[config.mk]
export PLATFORM = sky130hd
export DESIGN_NAME = uart_tx_feeder
export DESIGN_NICKNAME = d
export VERILOG_FILES = /design/src/rtl/uart_pkg.sv /design/src/rtl/uart_sync_fifo.sv /design/src/rtl/uart_tx_feeder.sv
export SDC_FILE = /design/constraint.sdc
export NUM_CORES = 1
export LEC_CHECK = 0
export ABC_CLOCK_PERIOD_IN_PS = 3990
export CORE_AREA = 3 3 91 127
export CTS_BUF_LIST = sky130_fd_sc_hd__clkbuf_4 sky130_fd_sc_hd__clkbuf_8 sky130_fd_sc_hd__clkbuf_16
export CTS_CLUSTER_SIZE = 14
export DETAILED_ROUTE_END_ITERATION = 8
export DIE_AREA = 0 0 94 130
export GPL_TIMING_DRIVEN = 0
export PLACE_DENSITY = 0.77
export REMOVE_ABC_BUFFERS = 1
export SLEW_MARGIN = 10
export SYNTH_ARGS = -nofsm -noshare
export SYNTH_HDL_FRONTEND = slang
export SYNTH_SLANG_ARGS = --single-unit
export TNS_END_PERCENT = 10
[constraint.sdc]
create_clock -name clk -period 3.99 [get_ports clk]
set_input_delay 0.5985 -clock clk [delete_from_list [all_inputs] [get_ports clk]]
set_output_delay 0.5985 -clock clk [all_outputs]
set_load 0.03 [all_outputs]
[src/rtl/uart_pkg.sv]
`default_nettype none
// +----------------------------------------------------------------------+
// | Module      : uart_pkg                                                |
// | Description : Shared constants and types for the UART TX feeder:     |
// |               byte width and the feeder FSM state encoding.          |
// | Revision    : 1.0  initial release                                   |
// +----------------------------------------------------------------------+
package uart_pkg;

  localparam int UART_DATA_W = 8;

  typedef enum logic [2:0] {
    IDLE        = 3'd0,
    LAUNCH      = 3'd1,
    WAIT_ACTIVE = 3'd2,
    WAIT_DONE   = 3'd3,
    GAP         = 3'd4
  } uart_feed_state_t;

endpackage
`default_nettype wire

[src/rtl/uart_sync_fifo.sv]
`default_nettype none
// +----------------------------------------------------------------------+
// | Module      : uart_sync_fifo                                          |
// | Description : Single-clock FIFO with separate occupancy count and a  |
// |               synchronous flush. Head byte is presented              |
// |               combinationally on rd_data.                            |
// | Ports       : clk, reset (async, active-low), flush,                 |
// |               wr_en/wr_data (push, ignored when full or flushing),   |
// |               rd_en (pop, ignored when empty), rd_data (head),       |
// |               count, empty, full.                                    |
// | Revision    : 1.0  initial release                                   |
// +----------------------------------------------------------------------+
module uart_sync_fifo #(
  parameter int  DEPTH  = 16,
  parameter int  DATA_W = 8,
  localparam int AW     = $clog2(DEPTH)
) (
  input  logic              clk,
  input  logic              reset,
  input  logic              flush,
  input  logic              wr_en,
  input  logic [DATA_W-1:0] wr_data,
  input  logic              rd_en,
  output logic [DATA_W-1:0] rd_data,
  output logic [AW:0]       count,
  output logic              empty,
  output logic              full
);

  localparam logic [AW:0] FULL_COUNT = (AW+1)'(DEPTH);

  logic [DATA_W-1:0] mem [DEPTH];
  logic [AW-1:0]     wr_ptr;
  logic [AW-1:0]     rd_ptr;
  logic              do_push;
  logic              do_pop;

  // A flush discards any write presented on the same edge.
  assign do_push = wr_en && !full && !flush;
  assign do_pop  = rd_en && !empty;

  always_ff @(posedge clk or negedge reset) begin
    if (!reset) begin
      wr_ptr <= '0;
      rd_ptr <= '0;
      count  <= '0;
    end else if (flush) begin
      // Flush dominates a same-edge pop: count ends at zero either way.
      wr_ptr <= '0;
      rd_ptr <= '0;
      count  <= '0;
    end else begin
      if (do_push) wr_ptr <= wr_ptr + 1'b1;
      if (do_pop)  rd_ptr <= rd_ptr + 1'b1;
      case ({do_push, do_pop})
        2'b10:   count <= count + 1'b1;
        2'b01:   count <= count - 1'b1;
        default: count <= count;
      endcase
    end
  end

  // Storage carries no reset; occupancy is tracked by the pointers/count.
  always_ff @(posedge clk) begin
    if (do_push) mem[wr_ptr] <= wr_data;
  end

  assign rd_data = mem[rd_ptr];
  assign empty   = (count == '0);
  assign full    = (count == FULL_COUNT);

endmodule
`default_nettype wire

[src/rtl/uart_tx_feeder.sv]
`default_nettype none
// +----------------------------------------------------------------------+
// | Module      : uart_tx_feeder                                          |
// | Description : Buffers producer bytes in a FIFO and launches one UART |
// |               TX frame per byte, waiting for frame completion and an |
// |               optional inter-frame gap between launches.             |
// | Ports       : clk, reset (async, active-low), flush (FIFO clear),    |
// |               in_valid/in_data/in_ready (producer handshake),        |
// |               tx_start/tx_data (launch to UART TX),                  |
// |               tx_active/tx_done (UART TX status),                    |
// |               fifo_count/fifo_empty/fifo_full, busy (FSM not idle).  |
// | Revision    : 1.0  initial release                                   |
// +----------------------------------------------------------------------+
module uart_tx_feeder
  import uart_pkg::*;
#(
  parameter int  DEPTH      = 16,
  parameter int  GAP_CYCLES = 0,
  localparam int AW         = $clog2(DEPTH)
) (
  input  logic                   clk,
  input  logic                   reset,
  input  logic                   flush,
  input  logic                   in_valid,
  input  logic [UART_DATA_W-1:0] in_data,
  output logic                   in_ready,
  output logic                   tx_start,
  output logic [UART_DATA_W-1:0] tx_data,
  input  logic                   tx_active,
  input  logic                   tx_done,
  output logic [AW:0]            fifo_count,
  output logic                   fifo_empty,
  output logic                   fifo_full,
  output logic                   busy
);

  // Gap counter sized for GAP_CYCLES-1; a zero gap still spends one cycle
  // in GAP, which gives the minimum launch spacing.
  localparam int            GW       = (GAP_CYCLES > 1) ? $clog2(GAP_CYCLES) : 1;
  localparam logic [GW-1:0] GAP_LAST = (GAP_CYCLES > 1) ? GW'(GAP_CYCLES - 1) : '0;

  uart_feed_state_t       state;
  uart_feed_state_t       next_state;
  logic [GW-1:0]          gap_cnt;
  logic                   gap_done;
  logic                   pop;
  logic [UART_DATA_W-1:0] fifo_head;

  uart_sync_fifo #(
    .DEPTH  (DEPTH),
    .DATA_W (UART_DATA_W)
  ) u_fifo (
    .clk     (clk),
    .reset   (reset),
    .flush   (flush),
    .wr_en   (in_valid),
    .wr_data (in_data),
    .rd_en   (pop),
    .rd_data (fifo_head),
    .count   (fifo_count),
    .empty   (fifo_empty),
    .full    (fifo_full)
  );

  assign in_ready = !fifo_full;
  assign gap_done = (GAP_CYCLES == 0) || (gap_cnt == GAP_LAST);

  // State register
  always_ff @(posedge clk or negedge reset) begin
    if (!reset) state <= IDLE;
    else        state <= next_state;
  end

  // Next-state logic
  always_comb begin
    next_state = state;
    case (state)
      IDLE:        if (!fifo_empty && !tx_active) next_state = LAUNCH;
      LAUNCH:      next_state = WAIT_ACTIVE;
      WAIT_ACTIVE: begin
        // A frame short enough to finish before tx_active is seen still counts.
        if (tx_done)        next_state = GAP;
        else if (tx_active) next_state = WAIT_DONE;
      end
      WAIT_DONE:   if (tx_done) next_state = GAP;
      GAP:         if (gap_done) next_state = IDLE;
      default:     next_state = IDLE;
    endcase
  end

  // Output logic
  always_comb begin
    pop      = (state == IDLE) && !fifo_empty && !tx_active;
    tx_start = (state == LAUNCH);
    busy     = (state != IDLE);
  end

  // tx_data only moves on the pop edge, so it stays stable for the frame.
  always_ff @(posedge clk or negedge reset) begin
    if (!reset)   tx_data <= '0;
    else if (pop) tx_data <= fifo_head;
  end

  always_ff @(posedge clk or negedge reset) begin
    if (!reset)              gap_cnt <= '0;
    else if (state == GAP)   gap_cnt <= gap_cnt + 1'b1;
    else                     gap_cnt <= '0;
  end

endmodule
`default_nettype wire

==> impl_summary.log, run 1 <==
[metrics] clock sink count: ~150
[metrics] cell taking the most area after synthesis: edfxtp_1
[metrics] Avg Synthesized Cell Area: approximately 18 um2
[metrics] signed area change from the synthesized netlist to the final layout: 18.6%
[metrics] post-DP HPWL: 7780 um
[metrics] final sum of negative setup slack: 0 ns
[metrics] final design utilization: a little over two thirds
[metrics] number of hold violations in the final report: 0
[metrics] skew final: 0.00897 ns
[metrics] fin crit share: 92.0%
[metrics] count of boundary I/O pins: 32
[metrics] buffer cell driving the clock tree root: clkbuf_16
[metrics] Pins Over Slew Limit: 0
[metrics] proportion of total power due to net switching: around 28%
[metrics] floorplan die width: around 94 um
[metrics] run status: finished, final reports clean
[metrics] net count of the finished layout: 400
[metrics] Hold Crit Class: flip-flop to flip-flop
[metrics] overall die height: 130 um
[metrics] sequential fraction of the synthesis area: between 70 and 80%
[metrics] n_diodes: 0
[metrics] fraction of registers with async set/reset: between 10% and 20%
[metrics] vias in the first global route: 3428
[metrics] Crit Path Max Fanout: 25
[metrics] pin count of the biggest net entering global routing: 26
[metrics] netlist area before placement: just over 6000 um2
[metrics] count of vias placed by the detailed router: approximately 3200
[metrics] CP Launch Type: flip-flop
[metrics] post-route total power: roughly 4600 uW
[metrics] most common cell type on the critical path: o21ai_0
[metrics] buffers and inverters on the worst path: 1
[metrics] first drt pass iteration count: 4
[metrics] initial antenna violation count: 0
[metrics] Setup WS pre-CTS: around 0.12 ns
[metrics] initial DRC count: 262
[metrics] ratio of cells with drive above 1 in the final layout: 24.1%
[metrics] max-capacitance violation count: 0
[metrics] overall fraction of global-route tracks in use: ~23%
[metrics] final weighted congestion of routability-driven global placement: between 0.7 and 0.8
[metrics] reported leakage power: roughly 0.0024 uW
[metrics] Net Sw Power: 1290 uW
[metrics] maximum cell stage delay along the critical path: 0.89 ns
[metrics] shortest clock period the worst path allows after layout: 3.67 ns
[metrics] grt ovf: 0
[metrics] worst IR drop on VDD: ~0.35 mV
[metrics] Internal Dissipation: about 3300 uW
[metrics] clock latency at the later pin of the worst-skew pair: 0.42 ns
[metrics] clk buf depth: 2
[metrics] first-pass GRT wire length: about 19000 um
[metrics] count of port buffers added during placement: 31
[metrics] CTS buffer count: 17
[metrics] part of the power in registers: 42.5%
[metrics] cell type group with the largest total delay on the critical path: compound AO/OA/AOI/OAI gates
[metrics] placed instance count: approximately 500
[metrics] fraction of power consumed by combinational cells: between 20% and 30%
[metrics] main flop type after synthesis: edfxtp_1
[metrics] Antenna Violating Nets Remaining: 0
[metrics] most common library cell in the layout ignoring fill and taps: edfxtp_1
[metrics] ordered list of cells on the worst path: or3_4 -> a211oi_4 -> o21ai_0 -> inv_1 -> ha_1 -> nor2b_1 -> o21ai_0 -> nand4_1 -> a21o_1 -> a21oi_1
[metrics] DRT Wirelength: between 10000 and 15000 um
[metrics] non-filler instance count after layout: 528
[metrics] crit path kind: flip-flop to flip-flop
[metrics] Synth Register Bits: 152
[metrics] total number of yosys warnings: 0
[metrics] share of total power in the clock network: a little over a third
[metrics] core outline area: roughly 10000 um2
[metrics] average wire length per cell after detail routing: 23.4 um
[metrics] Std-Cell Rows: 44
[metrics] relative max-transition margin: between 20% and 30%
[metrics] post-synth top area share: 62.5%
[metrics] cell types with the largest area share after synthesis: edfxtp_1 (62%), mux4_2 (12%), dfrtp_1 (9.8%)
[metrics] drc violations: 0
[metrics] Starting Density: slightly below 60%
[metrics] clock tree from TritonCTS: yes
[metrics] clock-pin slew on the worst setup and hold paths: approximately 0.06 ns
[metrics] RSZ-0062 raised after global routing: no
[metrics] power per cell area: ~630 nW/um2
[metrics] area of the die: around 12000 um2
[metrics] Tightest Pin Transition: around 1.2 ns
[metrics] Avg Vias per Cell: slightly above 6
[metrics] number of distinct library cells after synthesis: 40
[metrics] number of setup violations in the final report: 0
[metrics] slowest cell on the critical path: a211oi_4
[metrics] worst path arrival time: ~4 ns
[metrics] final setup margin: between 0.3 and 0.4 ns
[metrics] critical path required time: ~4.3 ns
[metrics] Critical Path End Type: flip-flop
[metrics] number of cells produced by synthesis: around 340
[metrics] leading cell types in the layout, fill and taps excluded: edfxtp_1 (128), mux4_2 (32), clkdlybuf4s50_1 (31)
[metrics] deepest level of the CTS H-tree: 4
[metrics] EDFF count, synth: 128
[metrics] Fmax: 0.272 GHz
[power by group through the flow]
stage	Combinational, uW	Sequential (uW)	Clock, uW
after floorplan	510	2070	0
after global placement	939	1990	0
after detailed placement	983	1990	0
after CTS	994	1960	1670
after global routing	1050	1970	1740
final	983	1960	1660
[cell usage after synthesis (2+ instances only)]
cell,number
a21oi_1,12
buf_2,5
a21o_1,2
xor2_1,4
nor4_1,3
edfxtp_1,128
clkbuf_1,9
or4_1,2
ha_1,8
nand2_1,13
o22ai_1,16
mux2i_1,3
or2_2,2
mux4_2,32
mux2_2,8
dfrtp_1,24
nand4_1,3
buf_1,2
xnor2_1,4
o21ai_0,3
nor2_1,28
inv_1,8
nor3b_1,3
[worst paths after layout]
kind | from | end | slack, ns | depth (start not counted)
worst max-delay path | state[1] | u_fifo.count[4] | 0.32 | 10
worst min-delay path | state[2] | state[2] | 0.51 | 1
worst max register to register | state[1] | u_fifo.count[4] | 0.32 | 10
worst min register to register | state[2] | state[2] | 0.51 | 1
max in group asynchronous | reset | u_fifo.rd_ptr[1] | 2.44 | 1
min in group asynchronous | reset | state[1] | 0.79 | 1
[registers in the layout (all words and copies together), names as in the netlist]
name and count:
u_fifo.wr_ptr 4, u_fifo.count 5, u_fifo.rd_ptr 4, tx_data 8, state 3, u_fifo.mem 128
[kinds of logic after synthesis]
group / after synthesis / synth area share, %
adders and majority gates: 9 / 1.95
buffers and inverters: 25 / 1.69
xor gates and xnor gates: 9 / 1.40
DFF: 152 / 72.3
and+or+nand+nor: 63 / 5.09
AOI/OAI and AO/OA: 38 / 3.95
muxes: 43 / 13.7
[metal layers]
metal  vias up  part of all wire, %  routed length [um]  track usage [%]
met2       130                   54                6710             39.5
met5         -                    0                   0                0
li1       1411                    -                   -                -
met1      1654                   37                4610             25.8
met3        31                  5.0                 617             5.13
met4         0                  3.3                 403             12.0
[stage by stage]
step	hold WS, ns	instance area, um2
finish	0.507	7290
global route	0.544	7290
CTS	0.515	7290
detailed placement	0.508	6670
global placement	0.483	6560
floorplan	0.303	6080
[what timing repair did]
action,in CTS,in global routing
setup buffers,0,0
hold buffers,0,0
resized for setup,0,0
setup endpoints to repair,0,1
[area by class of cell]
| class | count | area (um2) |
|---|---|---|
| clock buffers | 19 | 440 |
| clock inverters | 13 | 180 |
| fillers | 661 | 3170 |
| inverters | 8 | 30.0 |
| multi-input cells | 162 | 1640 |
| flip-flops and latches | 152 | 4450 |
| well taps | 138 | 173 |
| repair buffers | 36 | 388 |
No activity file was read; power rests on OpenSTA's default activity.
==> inputs of run 2 (changes only) <==
Settings changed: GPL_ROUTABILITY_DRIVEN set to 0.
==> results of run 2 <==
Final layout, timing and power as in run 1 (identical DEF).
==> inputs of run 3 (changes only) <==
Settings changed: TNS_END_PERCENT 10 to 50.
==> results of run 3 <==
Final layout, timing and power as in run 1 (identical DEF).
